## config.mk

```make
export PLATFORM = sky130hd
export DESIGN_NAME = phy_bmc_encoder_flat
export DESIGN_NICKNAME = d
export VERILOG_FILES = /design/src/rtl/phy_bmc_encoder_if.sv /design/src/rtl/phy_bmc_encoder.sv /design/src/flat_wrapper.sv
export SDC_FILE = /design/constraint.sdc
export NUM_CORES = 1
export LEC_CHECK = 0
export ABC_CLOCK_PERIOD_IN_PS = 3500
export BUFFER_PORTS_ARGS = -buffer_cell sky130_fd_sc_hd__buf_2
export CORE_MARGIN = 1.5
export CORE_UTILIZATION = 55
export DETAILED_ROUTE_END_ITERATION = 10
export HOLD_SLACK_MARGIN = 0.02
export PLACE_DENSITY = 0.85
export RECOVER_POWER = 50
export SKIP_CTS_REPAIR_TIMING = 1
export SYNTH_ARGS = -nofsm -noshare
export SYNTH_HDL_FRONTEND = slang
export SYNTH_SLANG_ARGS = --single-unit
```

## constraint.sdc

```tcl
create_clock -name clk -period 3.5 [get_ports clk]
set_clock_uncertainty 0.2 [all_clocks]
set_input_delay 0.35 -clock clk [delete_from_list [all_inputs] [get_ports clk]]
set_output_delay 0.35 -clock clk [all_outputs]
set_load 0.02 [all_outputs]
```

## src/rtl/phy_bmc_encoder_if.sv

```systemverilog
// ----------------------------------------------------------------------------
// phy_bmc_encoder_if
// Serial bit handshake between the PHY framing logic (master) and the BMC
// encoder (slave).
//   phy_bmc_encoder_in_valid : master -> slave, a bit is presented
//   phy_bmc_encoder_in       : master -> slave, data bit
//   phy_bmc_encoder_in_last  : master -> slave, final bit of the frame
//   phy_bmc_encoder_in_ready : slave -> master, bit is taken this cycle
// ----------------------------------------------------------------------------
interface phy_bmc_encoder_if;

    logic phy_bmc_encoder_in_valid;
    logic phy_bmc_encoder_in;
    logic phy_bmc_encoder_in_last;
    logic phy_bmc_encoder_in_ready;

    // Bit source side
    modport master (
        output phy_bmc_encoder_in_valid,
        output phy_bmc_encoder_in,
        output phy_bmc_encoder_in_last,
        input  phy_bmc_encoder_in_ready
    );

    // Encoder side
    modport slave (
        input  phy_bmc_encoder_in_valid,
        input  phy_bmc_encoder_in,
        input  phy_bmc_encoder_in_last,
        output phy_bmc_encoder_in_ready
    );

endinterface

```

## src/rtl/phy_bmc_encoder.sv

```systemverilog
// ----------------------------------------------------------------------------
// phy_bmc_encoder
// Biphase Mark Code transmitter for the USB-PD PHY. Takes one bit at a time
// over a valid/ready handshake, drives the BMC line with a half-bit length
// chosen by TIME_SCALE_FLAG, and ends each frame with a low hold of one bit
// period before releasing the line high.
//
// Parameters
//   TIME_SCALE_FLAG : half-bit length HALF, 0->4, 1->8, 2->16, 3->1 clocks
// Ports
//   clk                       : system clock, rising edge
//   rst                       : synchronous active-high reset
//   phy_bmc_encoder_clr       : synchronous abort, below rst, above all else
//   bus (slave)               : valid / data / last / ready bit handshake
//   phy_bmc_encoder_out       : BMC line level, released level is 1
//   phy_bmc_encoder_out_en    : line driver enable
//   phy_bmc_encoder_busy      : encoder is not idle
//   phy_bmc_encoder_done      : one-cycle pulse when the line is released
//   phy_bmc_encoder_underrun  : pulse on a bit boundary with no bit available
// ----------------------------------------------------------------------------
module phy_bmc_encoder #(
    parameter int unsigned TIME_SCALE_FLAG = 0
) (
    input  logic              clk,
    input  logic              rst,
    input  logic              phy_bmc_encoder_clr,
    phy_bmc_encoder_if.slave  bus,
    output logic              phy_bmc_encoder_out,
    output logic              phy_bmc_encoder_out_en,
    output logic              phy_bmc_encoder_busy,
    output logic              phy_bmc_encoder_done,
    output logic              phy_bmc_encoder_underrun
);

    // Half-bit length in clock cycles
    localparam int unsigned HALF = (TIME_SCALE_FLAG == 0) ? 4  :
                                   (TIME_SCALE_FLAG == 1) ? 8  :
                                   (TIME_SCALE_FLAG == 2) ? 16 : 1;
    localparam int unsigned CNT_W = 5;
    localparam logic [CNT_W-1:0] HALF_M1 = CNT_W'(HALF - 1);

    localparam logic [1:0] ST_IDLE   = 2'd0;
    localparam logic [1:0] ST_ACTIVE = 2'd1;
    localparam logic [1:0] ST_TAIL   = 2'd2;

    logic [1:0]       state_q, state_d;
    logic             lvl_q,   lvl_d;
    logic             en_q,    en_d;
    logic [CNT_W-1:0] cnt_q,   cnt_d;
    logic             h_q,     h_d;
    logic             b_q,     b_d;
    logic             lf_q,    lf_d;
    logic             busy_q,  busy_d;
    logic             done_q,  done_d;
    logic             ready_c;
    logic             underrun_c;
    logic             half_end_c;

    // Last cycle of the current half-bit
    assign half_end_c = (cnt_q == HALF_M1);

    // State register
    always_ff @(posedge clk) begin
        if (rst) begin
            state_q <= ST_IDLE;
            lvl_q   <= 1'b1;
            en_q    <= 1'b0;
            cnt_q   <= '0;
            h_q     <= 1'b0;
            b_q     <= 1'b0;
            lf_q    <= 1'b0;
            busy_q  <= 1'b0;
            done_q  <= 1'b0;
        end else begin
            state_q <= state_d;
            lvl_q   <= lvl_d;
            en_q    <= en_d;
            cnt_q   <= cnt_d;
            h_q     <= h_d;
            b_q     <= b_d;
            lf_q    <= lf_d;
            busy_q  <= busy_d;
            done_q  <= done_d;
        end
    end

    // Next-state and handshake logic
    always_comb begin
        state_d    = state_q;
        lvl_d      = lvl_q;
        en_d       = en_q;
        cnt_d      = cnt_q;
        h_d        = h_q;
        b_d        = b_q;
        lf_d       = lf_q;
        done_d     = 1'b0;
        ready_c    = 1'b0;
        underrun_c = 1'b0;

        case (state_q)
            ST_IDLE: begin
                ready_c = 1'b1;
            end
            ST_ACTIVE: begin
                // Next bit may only be offered on the final cycle of a non-last bit
                ready_c = half_end_c && h_q && !lf_q;
            end
            default: begin
                ready_c = 1'b0;
            end
        endcase

        if (phy_bmc_encoder_clr) begin
            // Abort: drop the frame immediately, no done pulse
            state_d = ST_IDLE;
            lvl_d   = 1'b1;
            en_d    = 1'b0;
            cnt_d   = '0;
            h_d     = 1'b0;
            lf_d    = 1'b0;
        end else begin
            case (state_q)
                ST_IDLE: begin
                    if (bus.phy_bmc_encoder_in_valid) begin
                        b_d     = bus.phy_bmc_encoder_in;
                        lf_d    = bus.phy_bmc_encoder_in_last;
                        lvl_d   = ~lvl_q;
                        en_d    = 1'b1;
                        cnt_d   = '0;
                        h_d     = 1'b0;
                        state_d = ST_ACTIVE;
                    end
                end

                ST_ACTIVE: begin
                    cnt_d = half_end_c ? '0 : cnt_q + CNT_W'(1);
                    if (half_end_c) begin
                        h_d = ~h_q;
                    end

                    if (half_end_c && !h_q) begin
                        // Mid-bit transition only for a 1
                        if (b_q) begin
                            lvl_d = ~lvl_q;
                        end
                    end else if (half_end_c && h_q) begin
                        if (lf_q) begin
                            lvl_d   = 1'b0;
                            state_d = ST_TAIL;
                        end else if (bus.phy_bmc_encoder_in_valid) begin
                            // Bit boundary: every bit starts with a transition
                            b_d   = bus.phy_bmc_encoder_in;
                            lf_d  = bus.phy_bmc_encoder_in_last;
                            lvl_d = ~lvl_q;
                        end else begin
                            underrun_c = 1'b1;
                            lvl_d      = 1'b0;
                            state_d    = ST_TAIL;
                        end
                    end
                end

                ST_TAIL: begin
                    // Hold low for one full bit period, reusing cnt/h as timer
                    lvl_d = 1'b0;
                    cnt_d = half_end_c ? '0 : cnt_q + CNT_W'(1);
                    if (half_end_c) begin
                        h_d = ~h_q;
                    end
                    if (half_end_c && h_q) begin
                        lvl_d   = 1'b1;
                        en_d    = 1'b0;
                        lf_d    = 1'b0;
                        done_d  = 1'b1;
                        state_d = ST_IDLE;
                    end
                end

                default: begin
                    state_d = ST_IDLE;
                    lvl_d   = 1'b1;
                    en_d    = 1'b0;
                    cnt_d   = '0;
                    h_d     = 1'b0;
                    lf_d    = 1'b0;
                end
            endcase
        end

        busy_d = (state_d != ST_IDLE);
    end

    assign bus.phy_bmc_encoder_in_ready = ready_c;
    assign phy_bmc_encoder_out          = lvl_q;
    assign phy_bmc_encoder_out_en       = en_q;
    assign phy_bmc_encoder_busy         = busy_q;
    assign phy_bmc_encoder_done         = done_q;
    assign phy_bmc_encoder_underrun     = underrun_c & ~rst;

endmodule
```

## src/flat_wrapper.sv

```systemverilog
// flat-port wrapper written by rule: the top's interface ports become plain ports
module phy_bmc_encoder_flat 
#(
    parameter int unsigned TIME_SCALE_FLAG = 0
)
  (clk, rst, phy_bmc_encoder_clr, phy_bmc_encoder_out, phy_bmc_encoder_out_en, phy_bmc_encoder_busy, phy_bmc_encoder_done, phy_bmc_encoder_underrun, bus_phy_bmc_encoder_in_valid, bus_phy_bmc_encoder_in, bus_phy_bmc_encoder_in_last, bus_phy_bmc_encoder_in_ready);
  phy_bmc_encoder_if bus_i ();
  input  logic clk;
  input  logic rst;
  input  logic phy_bmc_encoder_clr;
  output logic phy_bmc_encoder_out;
  output logic phy_bmc_encoder_out_en;
  output logic phy_bmc_encoder_busy;
  output logic phy_bmc_encoder_done;
  output logic phy_bmc_encoder_underrun;
  input wire logic [$bits(bus_i.phy_bmc_encoder_in_valid)-1:0] bus_phy_bmc_encoder_in_valid;
  input wire logic [$bits(bus_i.phy_bmc_encoder_in)-1:0] bus_phy_bmc_encoder_in;
  input wire logic [$bits(bus_i.phy_bmc_encoder_in_last)-1:0] bus_phy_bmc_encoder_in_last;
  output wire logic [$bits(bus_i.phy_bmc_encoder_in_ready)-1:0] bus_phy_bmc_encoder_in_ready;
  assign bus_i.phy_bmc_encoder_in_valid = bus_phy_bmc_encoder_in_valid;
  assign bus_i.phy_bmc_encoder_in = bus_phy_bmc_encoder_in;
  assign bus_i.phy_bmc_encoder_in_last = bus_phy_bmc_encoder_in_last;
  assign bus_phy_bmc_encoder_in_ready = bus_i.phy_bmc_encoder_in_ready;
  phy_bmc_encoder #(.TIME_SCALE_FLAG(TIME_SCALE_FLAG)) u_core (.clk(clk), .rst(rst), .phy_bmc_encoder_clr(phy_bmc_encoder_clr), .bus(bus_i), .phy_bmc_encoder_out(phy_bmc_encoder_out), .phy_bmc_encoder_out_en(phy_bmc_encoder_out_en), .phy_bmc_encoder_busy(phy_bmc_encoder_busy), .phy_bmc_encoder_done(phy_bmc_encoder_done), .phy_bmc_encoder_underrun(phy_bmc_encoder_underrun));
endmodule
```

==> out/metrics.csv, run 1 <==
metric,value,unit
status,"complete, no violations",
vias,709,
yosys.area.top_type,dfxtp_1,
setup_tns,0,ps
cts_tree,built,
dpl-instance-area,853,um2
num-nets-final,117,
drive_gt1_share,13.3,%
critPathArrivalTime,1990,ps
syn_avg_cell_area,8.43,um2
initial_core_util,60.0,%
slew_viol_final,0,
area_growth,10.5,%
ant_nets,0,
cts_buffers,3,
synth_common_cells,"nor2_1 (16), dfxtp_1 (14), a21oi_1 (8)",
worstPathMaxFanout,12,
vdd_ir_drop_max,187,uV
critPathSlowestCell,nor4b_4,
die_w,41.2,um
antenna_cells,0,
max_stage_delay,540,ps
clk_path_buf_depth,2,
wl_per_cell,13.4,um
async_flop_share,0,%
clk_pin_slew,90,ps
met2_usage,34.0,%
holdWs,29.6,ps
max_cap_violations,0,
track_usage,23.4,%
yosysUniqueCellTypes,32,
grt_pass1_wl,2560,um
grt_util_met3,7.07,%
syn_nets,106,
rows,13,
synth-edff-count,0,
rsz0062_at_grt,false,
drt-pass1-iter-count,4,
rr_worst_depth,5,
dieArea,0.00169,mm2
antenna_found_initial,0,
timing.rr.end,u_core.phy_bmc_encoder_busy,
die_h,41.2,um
synth.most_common_cell,nor2_1,
endpoint_kind,output port,
netlist_top_cells_area,"dfxtp_1 (35%), ha_1 (7.8%), nor2_1 (7.5%)",
min_path_type,in2reg,
min_period,2540,ps
start_kind,flop,
fmax,393,MHz
synth.top_cell.area_share,35.0,%
p_leak,0.344,nW
hold_start,rst,
busiest_layer,met2,
cts.sinks,14,
required,2950,ps
drc,0,
slew_headroom,48.8,%
hold_depth,2,
tightestPinTransition,766,ps
critical_path.cell_chain,ha_1 -> nor4b_4 -> nand3_1 -> nor4_1 -> buf_2,
gr-usage-met1,30.5,%
h-tree-depth,1,
fin_crit_sh,72.6,%
power.density,366,mW/mm2
rrSetupSlack,1290,ps
finalHoldViolations,0,
totalPowerFinal,0.323,mW
ys_seq_area_share,35.0,%
ys_seq_elements,14,
cts-root-buf,clkbuf_4,
place.gp.congestion,0.852,
worst_hold_path.endpoint,u_core.b_q,
setup_viol,0,
numPortBuffers,11,
coreArea,0.00133,mm2
path_class,reg2out,
wl,1600,um
io_pins,12,
grt_max_degree,14,
synthCells,95,
viasPerCell,5.91,
syn-cell-area,801,um2
synth_ff_type,dfxtp_1,
dp_hpwl,1140,um
grt_pass1_vias,606,
clk-insertion-delay-late,280,ps
reg2reg_from,u_core.cnt_q[0],
final_cell_area,885,um2
overflow,0,
drt-initial-drc-count,14,
synth-warning-count,0,
how the worst max path moves through the flow:
stage	depth (start not counted)	slack, ps	from	end
global route	5	770	u_core.cnt_q[0]	phy_bmc_encoder_underrun
finish	5	960	u_core.cnt_q[0]	phy_bmc_encoder_underrun
CTS	5	980	u_core.cnt_q[0]	phy_bmc_encoder_underrun
floorplan	5	1220	u_core.cnt_q[0]	phy_bmc_encoder_underrun
global placement	6	1360	u_core.state_q[1]	u_core.cnt_q[3]
detailed placement	5	1310	u_core.cnt_q[0]	phy_bmc_encoder_underrun
cells in the final DEF (no fill, tap or decap), types with 2 or more instances in the layout:
master,instances
o21ai_0,4
inv_1,6
a21oi_1,8
nor2_1,16
mux2i_1,2
dfxtp_1,14
nand3b_1,2
buf_2,7
ha_1,5
a21o_1,3
a22oi_1,2
nand3_1,4
nor2b_1,5
a32oi_1,2
clkbuf_1,4
clkbuf_4,3
final cells by class:
cell class	instances	area, um2
clock buffer	4	36.3
fill	128	449
inverter	6	22.5
multi-input combinational	70	477
sequential	14	280
tap	15	18.8
timing repair buffer	11	50.0
state kept, by name, summed over array words and instances, names as in the netlist:
signal	flops
u_core.state_q	2
u_core.h_q	1
u_core.phy_bmc_encoder_done	1
u_core.cnt_q	5
u_core.phy_bmc_encoder_out_en	1
u_core.phy_bmc_encoder_busy	1
u_core.b_q	1
u_core.lf_q	1
u_core.phy_bmc_encoder_out	1
power breakdown:
part           switching, mW  internal [mW]  total, mW
clock                 0.0550         0.0633      0.118
combinational         0.0242         0.0155     0.0397
sequential           0.00272          0.163      0.166
through the flow:
stage	cells	setup slack (ps)	utilization, %
floorplan	95	1220	-
global placement	116	1360	64.0
detailed placement	116	1310	64.0
CTS	120	977	66.7
global route	120	769	66.3
finish	120	958	66.3
critical path, delay by kind of cell (launching register included):
| family | cells | cell delay [ps] |
|---|---|---|
| adder cells (fa/ha/maj) | 1 | 220 |
| AND/OR/NAND/NOR | 3 | 920 |
| flip-flops | 1 | 370 |
| buffers and inverters | 1 | 200 |
cells by family (layout without fill, tap and decap cells):
| group | Yosys count | in the layout | share of synthesized area (%) |
|---|---|---|---|
| AO/OA/AOI/OAI | 28 | 28 | 23.9 |
| flip-flops | 14 | 14 | 35.0 |
| buffers and inverters | 11 | 21 | 5.47 |
| adder cells (fa/ha/maj) | 5 | 5 | 7.81 |
| AND/OR/NAND/NOR | 35 | 35 | 25.3 |
| multiplexers | 2 | 2 | 2.50 |
metal layers:
metal | share of wire (%) | vias to the layer above
met2 | 42 | 20
li1 | - | 365
met1 | 52 | 320
met4 | 1.6 | 0
met5 | 0 | -
met3 | 5.2 | 4
(Power assumes the default switching activity.)
==> run 2: changes to the inputs <==
ABC_CLOCK_PERIOD_IN_PS = 2160   (was 3500)
CORE_UTILIZATION = 48   (was 55)
PLACE_DENSITY = 0.8   (was 0.85)
clock period = 2.16 ns   (was 3.5 ns; I/O delays follow)
==> run 2 against run 1 <==
- the flow now finishes with violations (setup timing)
- final cell count increased by 10%
- total power up 65%
- combinational power up 94%
- global-route usage down 3.2 points
- first-iteration DRC count up 120%
- wire length up 23%
- via count rose by 12%
- highest routed layer unchanged
==> out/metrics.csv, run 2 (same netlist as run 1, synthesis figures left out) <==
metric,value,unit
met1Wirelength,929,um
cts_tree,built,
ant_nets,0,
critPathArrivalTime,1750,ps
numPortBuffers,11,
clk_pin_slew,90,ps
dieArea,0.00192,mm2
max_cap_violations,0,
drc,0,
fin_ws,-2.86,ps
top_regs,"u_core.cnt_q (5), u_core.state_q (2)",
p_leak,0.399,nW
timing.rr.end,u_core.b_q,
critPathTopFamily,simple AND/OR/NAND/NOR gates,
slew_headroom,70.4,%
setup_viol,1,
grt_pass1_vias,685,
rrSetupSlack,160,ps
clk-insertion-delay-late,280,ps
drive_gt1_share,24.1,%
drt-initial-drc-count,31,
track_usage,20.2,%
rr_worst_depth,7,
cts-root-buf,clkbuf_4,
path_class,reg2out,
viasPerCell,6.01,
finalHoldViolations,0,
layout_common_cells,"nor2_1 (16), dfxtp_1 (12), a21oi_1 (8), buf_4 (8)",
worstPathMaxFanout,7,
clk_path_buf_depth,2,
largest-register,u_core.cnt_q,
drt-pass1-iter-count,4,
dp_hpwl,1270,um
cts_buffers,3,
setup_tns,-2.86,ps
endpoint_kind,output port,
place.gp.congestion,0.876,
crit_buf_inv,2,
rows,14,
fillers,130,
vdd_ir_drop_max,426,uV
critical_path.cell_chain,ha_4 -> nor4b_4 -> buf_4 -> a31o_2 -> buf_6,
violations,setup timing,
hold_depth,4,
routed-wl-met3,89,um
antenna_found_initial,0,
min_path_type,in2reg,
hold_start,phy_bmc_encoder_clr,
grt_max_degree,12,
slew_viol_final,0,
critPathSlowestCell,nor4b_4,
start_kind,flop,
min_period,2160,ps
tightestPinTransition,442,ps
overflow,0,
h-tree-depth,1,
largest_reg_flops,5,
utilization,65.9,%
area_growth,26.9,%
required,1740,ps
status,"complete, but fails checks",
layout.cells.most_common,nor2_1,
wl_per_cell,15.0,um
antenna_cells,0,
grt_pass1_wl,2930,um
coreArea,0.00154,mm2
fmax,462,MHz
initial_core_util,51.9,%
power.density,527,mW/mm2
io_pins,12,
max_stage_delay,390,ps
dr_wl_met2,935,um
fin_crit_sh,100,%
num-nets-final,128,
vias,793,
die_h,43.8,um
highest_layer,met4,
cts.sinks,14,
reg2reg_from,u_core.cnt_q[1],
die_w,43.8,um
wl,1980,um
worst_hold_path.endpoint,u_core.b_q,
totalPowerFinal,0.535,mW
run 2: final cells by class:
type	count	area [um2]	share of cell area, %
clock buffer	4	36.3	3.57
timing repair buffer	22	146	14.4
sequential	14	288	28.3
inverter	6	22.5	2.22
tap	16	20.0	1.97
multi-input combinational	70	503	49.5
run 2: worst register-to-register path: stages (launching register included):
cell	delay, ps
dfxtp_4	380
ha_4	160
nor4b_4	390
buf_4	220
buf_4	110
a32oi_1	110
o31ai_1	220
a21oi_1	90
run 2: worst max-delay path by stage:
stage | slack (ps) | from | end | cells past startpoint
after floorplan | 9 | u_core.cnt_q[0] | phy_bmc_encoder_underrun | 5
after global placement | 240 | u_core.cnt_q[0] | u_core.phy_bmc_encoder_busy | 5
after detailed placement | 140 | u_core.cnt_q[0] | u_core.phy_bmc_encoder_busy | 5
after CTS | -80 | u_core.cnt_q[0] | phy_bmc_encoder_underrun | 5
after global routing | -90 | u_core.cnt_q[1] | phy_bmc_encoder_underrun | 5
final | -3 | u_core.cnt_q[1] | bus_phy_bmc_encoder_in_ready | 5
run 2: per-layer routing:
metal | global-route usage, % | vias up
met4 | 3.64 | 0
li1 | - | 387
met5 | 0 | -
met1 | 28.6 | 385
met2 | 29.4 | 19
met3 | 7.92 | 2
run 2: report_power, final:
part           internal, mW  switching, mW
logic                0.0337         0.0432
registers             0.261        0.00439
clock network         0.103         0.0898
run 2: through the flow:
step                      hold WS (ps)  setup WS, ps  instances  cell area, um2
after detailed placement           208           141        120             877
after floorplan                   85.1          9.38         95             801
final                             44.2         -2.86        132            1020
after global placement             197           244        120             877
after global routing              62.6         -91.5        132            1020
after CTS                        -98.0         -79.9        124             913
